## src/rtl/udiv_laccp_pkg.sv

```systemverilog
// Shared constants, FSM encoding and latency helper for the fixed-point
// divider with AXI-Stream style handshakes.
package udiv_laccp_pkg;

    localparam int ROUND_TRUNC   = 0;
    localparam int ROUND_HALF_UP = 1;

    typedef enum logic [1:0] {
        ST_IDLE = 2'd0,
        ST_RUN  = 2'd1,
        ST_FIX  = 2'd2
    } state_t;

    // Accept edge to FIFO write edge: operand register, core load, DW+QF steps, fix-up.
    function automatic int udiv_latency(input int dw, input int qf);
        return dw + qf + 2;
    endfunction

endpackage

```

## src/rtl/udiv_laccp_qr_core.sv

```systemverilog
// Restoring shift/subtract divider producing floor(dividend*2^QF/divisor)
// with rounding, saturation and divide-by-zero selection in the FIX state.
module udiv_laccp_qr_core
    import udiv_laccp_pkg::*;
#(
    parameter int DW    = 16,
    parameter int QI    = 16,
    parameter int QF    = 8,
    parameter int ROUND = ROUND_TRUNC
) (
    input  logic               clk,
    input  logic               rst,
    input  logic               start,
    input  logic [DW-1:0]      dividend,
    input  logic [DW-1:0]      divisor,
    output logic               idle,
    output logic               done,
    output logic               div_by_zero,
    output logic               overflow,
    output logic [QI+QF-1:0]   quotient,
    output logic [DW-1:0]      remainder
);

    localparam int NW   = DW + QF;
    localparam int QW   = QI + QF;
    localparam int XW   = ((QW > NW) ? QW : NW) + 1;
    localparam int CNTW = $clog2(NW);

    state_t          state_q, state_d;
    logic [NW-1:0]   num_q;
    logic [DW-1:0]   rem_q;
    logic [CNTW-1:0] cnt_q;

    logic [DW:0]     trial;
    logic            ge;
    logic            last;
    logic            round_up;
    logic [XW-1:0]   q_ext;
    logic            sat;

    // num_q starts as the scaled dividend and fills with quotient bits from the LSB.
    assign trial    = {rem_q, num_q[NW-1]};
    assign ge       = trial >= {1'b0, divisor};
    assign last     = cnt_q == CNTW'(NW - 1);
    assign round_up = (ROUND == ROUND_HALF_UP) && ({rem_q, 1'b0} >= {1'b0, divisor});
    assign q_ext    = XW'(num_q) + XW'(round_up);
    assign sat      = |(q_ext >> QW);

    always_ff @(posedge clk or negedge rst) begin
        if (!rst) begin
            state_q <= ST_IDLE;
        end else begin
            // NOTE: sequential state uses non-blocking assignments so every
            // register samples pre-edge values regardless of statement order.
            state_q <= state_d;
        end
    end

    always_comb begin
        // NOTE: defaults first so no path leaves a signal unassigned (no latches).
        state_d = state_q;
        case (state_q)
            ST_IDLE: if (start) state_d = ST_RUN;
            ST_RUN:  if (last)  state_d = ST_FIX;
            ST_FIX:             state_d = ST_IDLE;
            default:            state_d = ST_IDLE;
        endcase
    end

    always_ff @(posedge clk or negedge rst) begin
        if (!rst) begin
            num_q <= '0;
            rem_q <= '0;
            cnt_q <= '0;
        end else if (state_q == ST_IDLE && start) begin
            num_q <= {dividend, QF'(0)};
            rem_q <= '0;
            cnt_q <= '0;
        end else if (state_q == ST_RUN) begin
            num_q <= {num_q[NW-2:0], ge};
            rem_q <= ge ? (trial[DW-1:0] - divisor) : trial[DW-1:0];
            cnt_q <= cnt_q + 1'b1;
        end
    end

    always_comb begin
        idle        = state_q == ST_IDLE;
        done        = state_q == ST_FIX;
        div_by_zero = 1'b0;
        overflow    = 1'b0;
        quotient    = q_ext[QW-1:0];
        remainder   = rem_q;
        if (divisor == '0) begin
            div_by_zero = 1'b1;
            quotient    = '1;
            remainder   = dividend;
        end else if (sat) begin
            overflow    = 1'b1;
            quotient    = '1;
            remainder   = '0;
        end
    end

endmodule

```

## src/rtl/udiv_qr_laccp_axis.sv

```systemverilog
// Stream wrapper: operand capture, start sequencing and a first-word
// fall-through result FIFO around the iterative divider core.
module udiv_qr_laccp_axis
    import udiv_laccp_pkg::*;
#(
    parameter int DW     = 16,
    parameter int QI     = 16,
    parameter int QF     = 8,
    parameter int UW     = 8,
    parameter int ODEPTH = 4,
    parameter int ROUND  = ROUND_TRUNC
) (
    input  logic                      clk,
    input  logic                      rst,
    input  logic                      s_axis_tvalid,
    output logic                      s_axis_tready,
    input  logic [DW-1:0]             s_axis_dividend,
    input  logic [DW-1:0]             s_axis_divisor,
    input  logic [UW-1:0]             s_axis_tuser,
    output logic                      m_axis_tvalid,
    input  logic                      m_axis_tready,
    output logic                      m_axis_div_by_zero,
    output logic                      m_axis_overflow,
    output logic [QI-1:0]             m_axis_q_int,
    output logic [QF-1:0]             m_axis_q_frac,
    output logic [DW-1:0]             m_axis_remainder,
    output logic [UW-1:0]             m_axis_tuser,
    output logic [$clog2(ODEPTH):0]   o_fifo_count
);

    localparam int QW = QI + QF;
    localparam int AW = $clog2(ODEPTH);
    localparam int CW = AW + 1;

    typedef struct packed {
        logic          dbz;
        logic          ovf;
        logic [QW-1:0] q;
        logic [DW-1:0] rem;
        logic [UW-1:0] tag;
    } entry_t;

    logic          rst_sync;
    logic          start_q;
    logic [DW-1:0] op_dividend, op_divisor;
    logic [UW-1:0] op_tag;

    logic          core_idle, core_done, core_dbz, core_ovf;
    logic [QW-1:0] core_q;
    logic [DW-1:0] core_rem;

    entry_t        mem [ODEPTH];
    entry_t        head;
    logic [AW-1:0] wr_ptr, rd_ptr;
    logic [CW-1:0] count;
    logic          accept, push, pop;

    // Ready is held off until one edge after reset release, so the release edge cannot accept.
    always_ff @(posedge clk or negedge rst) begin
        if (!rst) rst_sync <= 1'b0;
        else      rst_sync <= 1'b1;
    end

    assign s_axis_tready = rst_sync && core_idle && !start_q && (count < CW'(ODEPTH));
    assign accept        = s_axis_tvalid && s_axis_tready;
    assign push          = core_done;
    assign pop           = m_axis_tvalid && m_axis_tready;

    always_ff @(posedge clk or negedge rst) begin
        if (!rst) begin
            start_q     <= 1'b0;
            op_dividend <= '0;
            op_divisor  <= '0;
            op_tag      <= '0;
        end else begin
            start_q <= accept;
            if (accept) begin
                op_dividend <= s_axis_dividend;
                op_divisor  <= s_axis_divisor;
                op_tag      <= s_axis_tuser;
            end
        end
    end

    udiv_laccp_qr_core #(
        .DW    (DW),
        .QI    (QI),
        .QF    (QF),
        .ROUND (ROUND)
    ) u_core (
        .clk         (clk),
        .rst         (rst),
        .start       (start_q),
        .dividend    (op_dividend),
        .divisor     (op_divisor),
        .idle        (core_idle),
        .done        (core_done),
        .div_by_zero (core_dbz),
        .overflow    (core_ovf),
        .quotient    (core_q),
        .remainder   (core_rem)
    );

    // NOTE: FIFO storage has no reset; validity comes from the pointers and count.
    always_ff @(posedge clk) begin
        if (push) mem[wr_ptr] <= '{dbz: core_dbz, ovf: core_ovf, q: core_q, rem: core_rem, tag: op_tag};
    end

    always_ff @(posedge clk or negedge rst) begin
        if (!rst) begin
            wr_ptr <= '0;
            rd_ptr <= '0;
            count  <= '0;
        end else begin
            if (push) wr_ptr <= wr_ptr + 1'b1;
            if (pop)  rd_ptr <= rd_ptr + 1'b1;
            case ({push, pop})
                2'b10:   count <= count + 1'b1;
                2'b01:   count <= count - 1'b1;
                default: count <= count;
            endcase
        end
    end

    assign m_axis_tvalid      = count != '0;
    assign head               = m_axis_tvalid ? mem[rd_ptr] : '0;
    assign m_axis_div_by_zero = head.dbz;
    assign m_axis_overflow    = head.ovf;
    assign m_axis_q_int       = head.q[QW-1:QF];
    assign m_axis_q_frac      = head.q[QF-1:0];
    assign m_axis_remainder   = head.rem;
    assign m_axis_tuser       = head.tag;
    assign o_fifo_count       = count;

endmodule

```

## config.mk

```make
export PLATFORM = sky130hd
export DESIGN_NAME = udiv_qr_laccp_axis
export DESIGN_NICKNAME = d
export VERILOG_FILES = /design/src/rtl/udiv_laccp_pkg.sv /design/src/rtl/udiv_laccp_qr_core.sv /design/src/rtl/udiv_qr_laccp_axis.sv
export SDC_FILE = /design/constraint.sdc
export NUM_CORES = 1
export LEC_CHECK = 0
export BUFFER_PORTS_ARGS = -buffer_cell sky130_fd_sc_hd__buf_2
export CAP_MARGIN = 20
export CORE_ASPECT_RATIO = 0.8
export CORE_MARGIN = 2
export CORE_UTILIZATION = 60
export DETAILED_ROUTE_END_ITERATION = 7
export PLACE_DENSITY_LB_ADDON = 0.1
export SYNTH_ARGS = -nofsm -noshare
export SYNTH_HDL_FRONTEND = slang
export SYNTH_HIERARCHICAL = 1
export SYNTH_SLANG_ARGS = --single-unit
```

## constraint.sdc

```tcl
create_clock -name clk -period 6.05 [get_ports clk]
set_clock_uncertainty 0.2 [all_clocks]
set_input_delay 0.3025 -clock clk [delete_from_list [all_inputs] [get_ports clk]]
set_output_delay 0.3025 -clock clk [all_outputs]
set_load 0.02 [all_outputs]
```

==> results_dict.tcl <==
set metrics [dict create \
    placed_cells 1204 \
    die_h_microns 136 \
    dieArea_sq_um 23000 \
    worstPathArrival_ns 3.32 \
    synth-seq-area-share_pct 64.4 \
    max_freq_mhz 321 \
    r2r-start "op_divisor[12]" \
    syn_area_sq_um 13100 \
    die_x_microns 169 \
    ir_drop_uv 343 \
    worstSetupPathType "register to register" \
    layout_commonest_cell "edfxtp_1" \
    grt-ovfl-total 0 \
    io_pins 99 \
    portBuffers 98 \
    htreeDepth 1 \
    cts_sinks 296 \
    fin_crit_sh_pct 51.5 \
    hold_slack_ns 0.0901 \
    hold_viol 0 \
    area_growth_pct 15.7 \
    status "finished clean" \
    post_dp_cell_area_sq_um 13700 \
    syn_avg_cell_area_sq_um 15.1 \
    r2r_cells 10 \
    hpwl_mm 17.3 \
    core_area_sq_um 21500 \
    via_count 7494 \
    drv_cap 0 \
    first_pass_iters 5 \
    tightest_slew_ns 0.804 \
    std_cell_rows 48 \
    grt_pass1_vias 7971 \
    rsz0062_at_grt "false" \
    antenna_found_initial 0 \
    final_cell_mix "edfxtp_1 (200), nand2_1 (115), buf_2 (97)" \
    fin_area_sq_um 15100 \
    cts_setup_buffers 0 \
    synth_ff_type "edfxtp_1" \
    slowest_delay_ns 0.55 \
    initial_core_util_pct 60.8 \
    gp_congestion 0.894 \
    fin_nets 1072 \
    num_antenna_cells 0 \
    ys_warn_count 6 \
    routed_via_density 5.75 \
    fin_tns_setup_ns 0 \
    maxSlewHeadroom_pct 46.4 \
    critical_path_required_ns 6.25 \
    clkLatencyLatePin_ns 0.55 \
    cp_slowest_cell "a21oi_2" \
    wirelength_mm 27.1 \
    cts_buffers 30 \
    detail_route.wl_per_cell_microns 20.8 \
    min_period_ns 3.12 \
    hp-class "input port to asynchronous set/reset pin" \
    grt_pass1_wl_mm 43.1 \
    grt_usage_pct 24.3 \
    start_kind "register" \
    synthArstFlopShare_pct 32.4 \
    yosysUniqueCellTypes 56 \
    crit_fanout 11 \
    drc 0 \
    cts-root-buf "clkbuf_16" \
    clockBufferDepth 3 \
    synth_nets 931 \
    grt_max_degree 55 \
    ant_nets 0 \
    path_cells "inv_1 > ha_1 > nand4_1 > nor2_1 > a21boi_2 > nor2_1 > a21oi_2 > buf_4 > mux2i_1 > o21ai_1" \
    synth_edf_count 200 \
    cts_tree "built" \
    drt_iter0_drc 593 \
    drive_above_1_share_pct 26.0 \
    synth-seq-cells 296 \
    r2r-end "u_core/rem_q[8]" \
    syn_inst 863 \
    finalSetupViolCount 0 \
    drv_slew 0 \
    stdcell_count 1303 \
    fillCellCount 1444 \
    p_total_mw 8.18 \
    critPathMostFrequentCell "nor2_1" \
    cp-end-kind "register" \
    powerDensity_nw_per_um2 541 \
    cts.clk_slew.worst_paths_ns 0.06 \
    reg2reg_slack_ns 2.93 \
    p_leak_nw 6.20 \
]
## how the worst max path moves through the flow
stage                       from                  to  slack (ns)  cells after the start
2_1_floorplan  u_core/state_q[0]           mem[0][0]        3.49                      2
3_3_place_gp      op_divisor[12]    u_core/rem_q[12]        3.07                     10
3_5_place_dp      op_divisor[12]     u_core/rem_q[8]        2.96                     10
4_1_cts                rd_ptr[0]  m_axis_div_by_zero        2.75                      3
5_1_grt           op_divisor[12]     u_core/rem_q[8]        2.78                     10
6_report          op_divisor[12]     u_core/rem_q[8]        2.93                     10
## synthesized netlist by cell type, types with 7 or more instances
cell	number	share of area, %
edfxtp_1	200	46
nand2_1	115	3.3
dfrtp_1	96	18
and2_1	56	2.7
mux4_2	48	8.3
mux2_4	39	4.5
inv_1	26	0.75
nand2b_1	25	1.2
ha_1	22	2.1
clkbuf_1	21	0.60
nand3_1	20	0.77
nor2_1	17	0.49
o21ai_0	17	0.65
mux2i_1	16	1.2
a22oi_1	15	0.86
o21ai_1	13	0.50
a21oi_1	11	0.42
xnor2_1	11	0.74
xor2_1	9	0.60
buf_2	8	0.31
buf_6	7	0.60
## metal layers
layer | track usage, % | vias up | part of all wire (%)
li1 | - | 3448 | -
met1 | 34.6 | 3800 | 46
met2 | 40.5 | 211 | 48
met3 | 3.87 | 35 | 4.7
met4 | 5.32 | 0 | 1.8
met5 | 0 | - | 0
## sequential cells by signal, summed over array words and instances, names as in the netlist
signal          flops
mem               200
op_tag              8
wr_ptr              2
o_fifo_count        3
u_core/state_q      2
op_divisor         16
u_core/num_q       24
start_q             1
u_core/rem_q       16
op_dividend        16
rd_ptr              2
u_core/cnt_q        5
rst_sync            1
## per-stage QoR
step / utilization, % / setup slack [ns]
after floorplan: - / 3.49
after global routing: 70.3 / 2.78
after global placement: 63.7 / 3.07
after detailed placement: 63.7 / 2.96
after CTS: 70.2 / 2.75
final: 70.3 / 2.93
## critical path, delay by kind of cell (launching register included)
family / cells / cell delay [ns]
adders and majority gates: 1 / 0.45
muxes: 1 / 0.25
and+or+nand+nor: 3 / 0.43
buffers and inverters: 2 / 0.41
AOI/OAI and AO/OA: 3 / 0.83
DFF: 1 / 0.38
## cell type report
cell class                      instances  area (sq um)  share of cell area [%]
Sequential cell                       296          8410                    55.7
Multi-Input combinational cell        494          4230                    28.0
Timing Repair Buffer                  155          1050                    6.92
Clock buffer                           38           821                    5.43
Tap cell                              275           344                    2.28
Clock inverter                         18           156                    1.03
Inverter                               27           101                   0.671
## timing repair
item                                   in CTS  in global routing
gates resized for setup                     0                  0
endpoints found under the hold margin      84                  0
hold buffers                               42                  0
## cells by family after synthesis
| group | Yosys count | synth area share [%] |
|---|---|---|
| compound gates | 82 | 4.23 |
| xor+xnor | 20 | 1.34 |
| buf+inv | 73 | 3.31 |
| simple gates | 259 | 9.73 |
| flops | 296 | 64.4 |
| fa+ha+maj | 24 | 2.41 |
| mux | 107 | 14.6 |
| other cells | 2 | 0.0575 |
## report_power, final
part           leakage, nW  switching [mW]  internal [mW]  total [mW]
clock network        0.485           0.753           1.05        1.80
logic                 2.70            1.85           1.53        3.38
registers             3.02           0.348           2.65        3.00
total                 6.20            2.95           5.23        8.18
No activity file was read; power rests on OpenSTA's default activity.
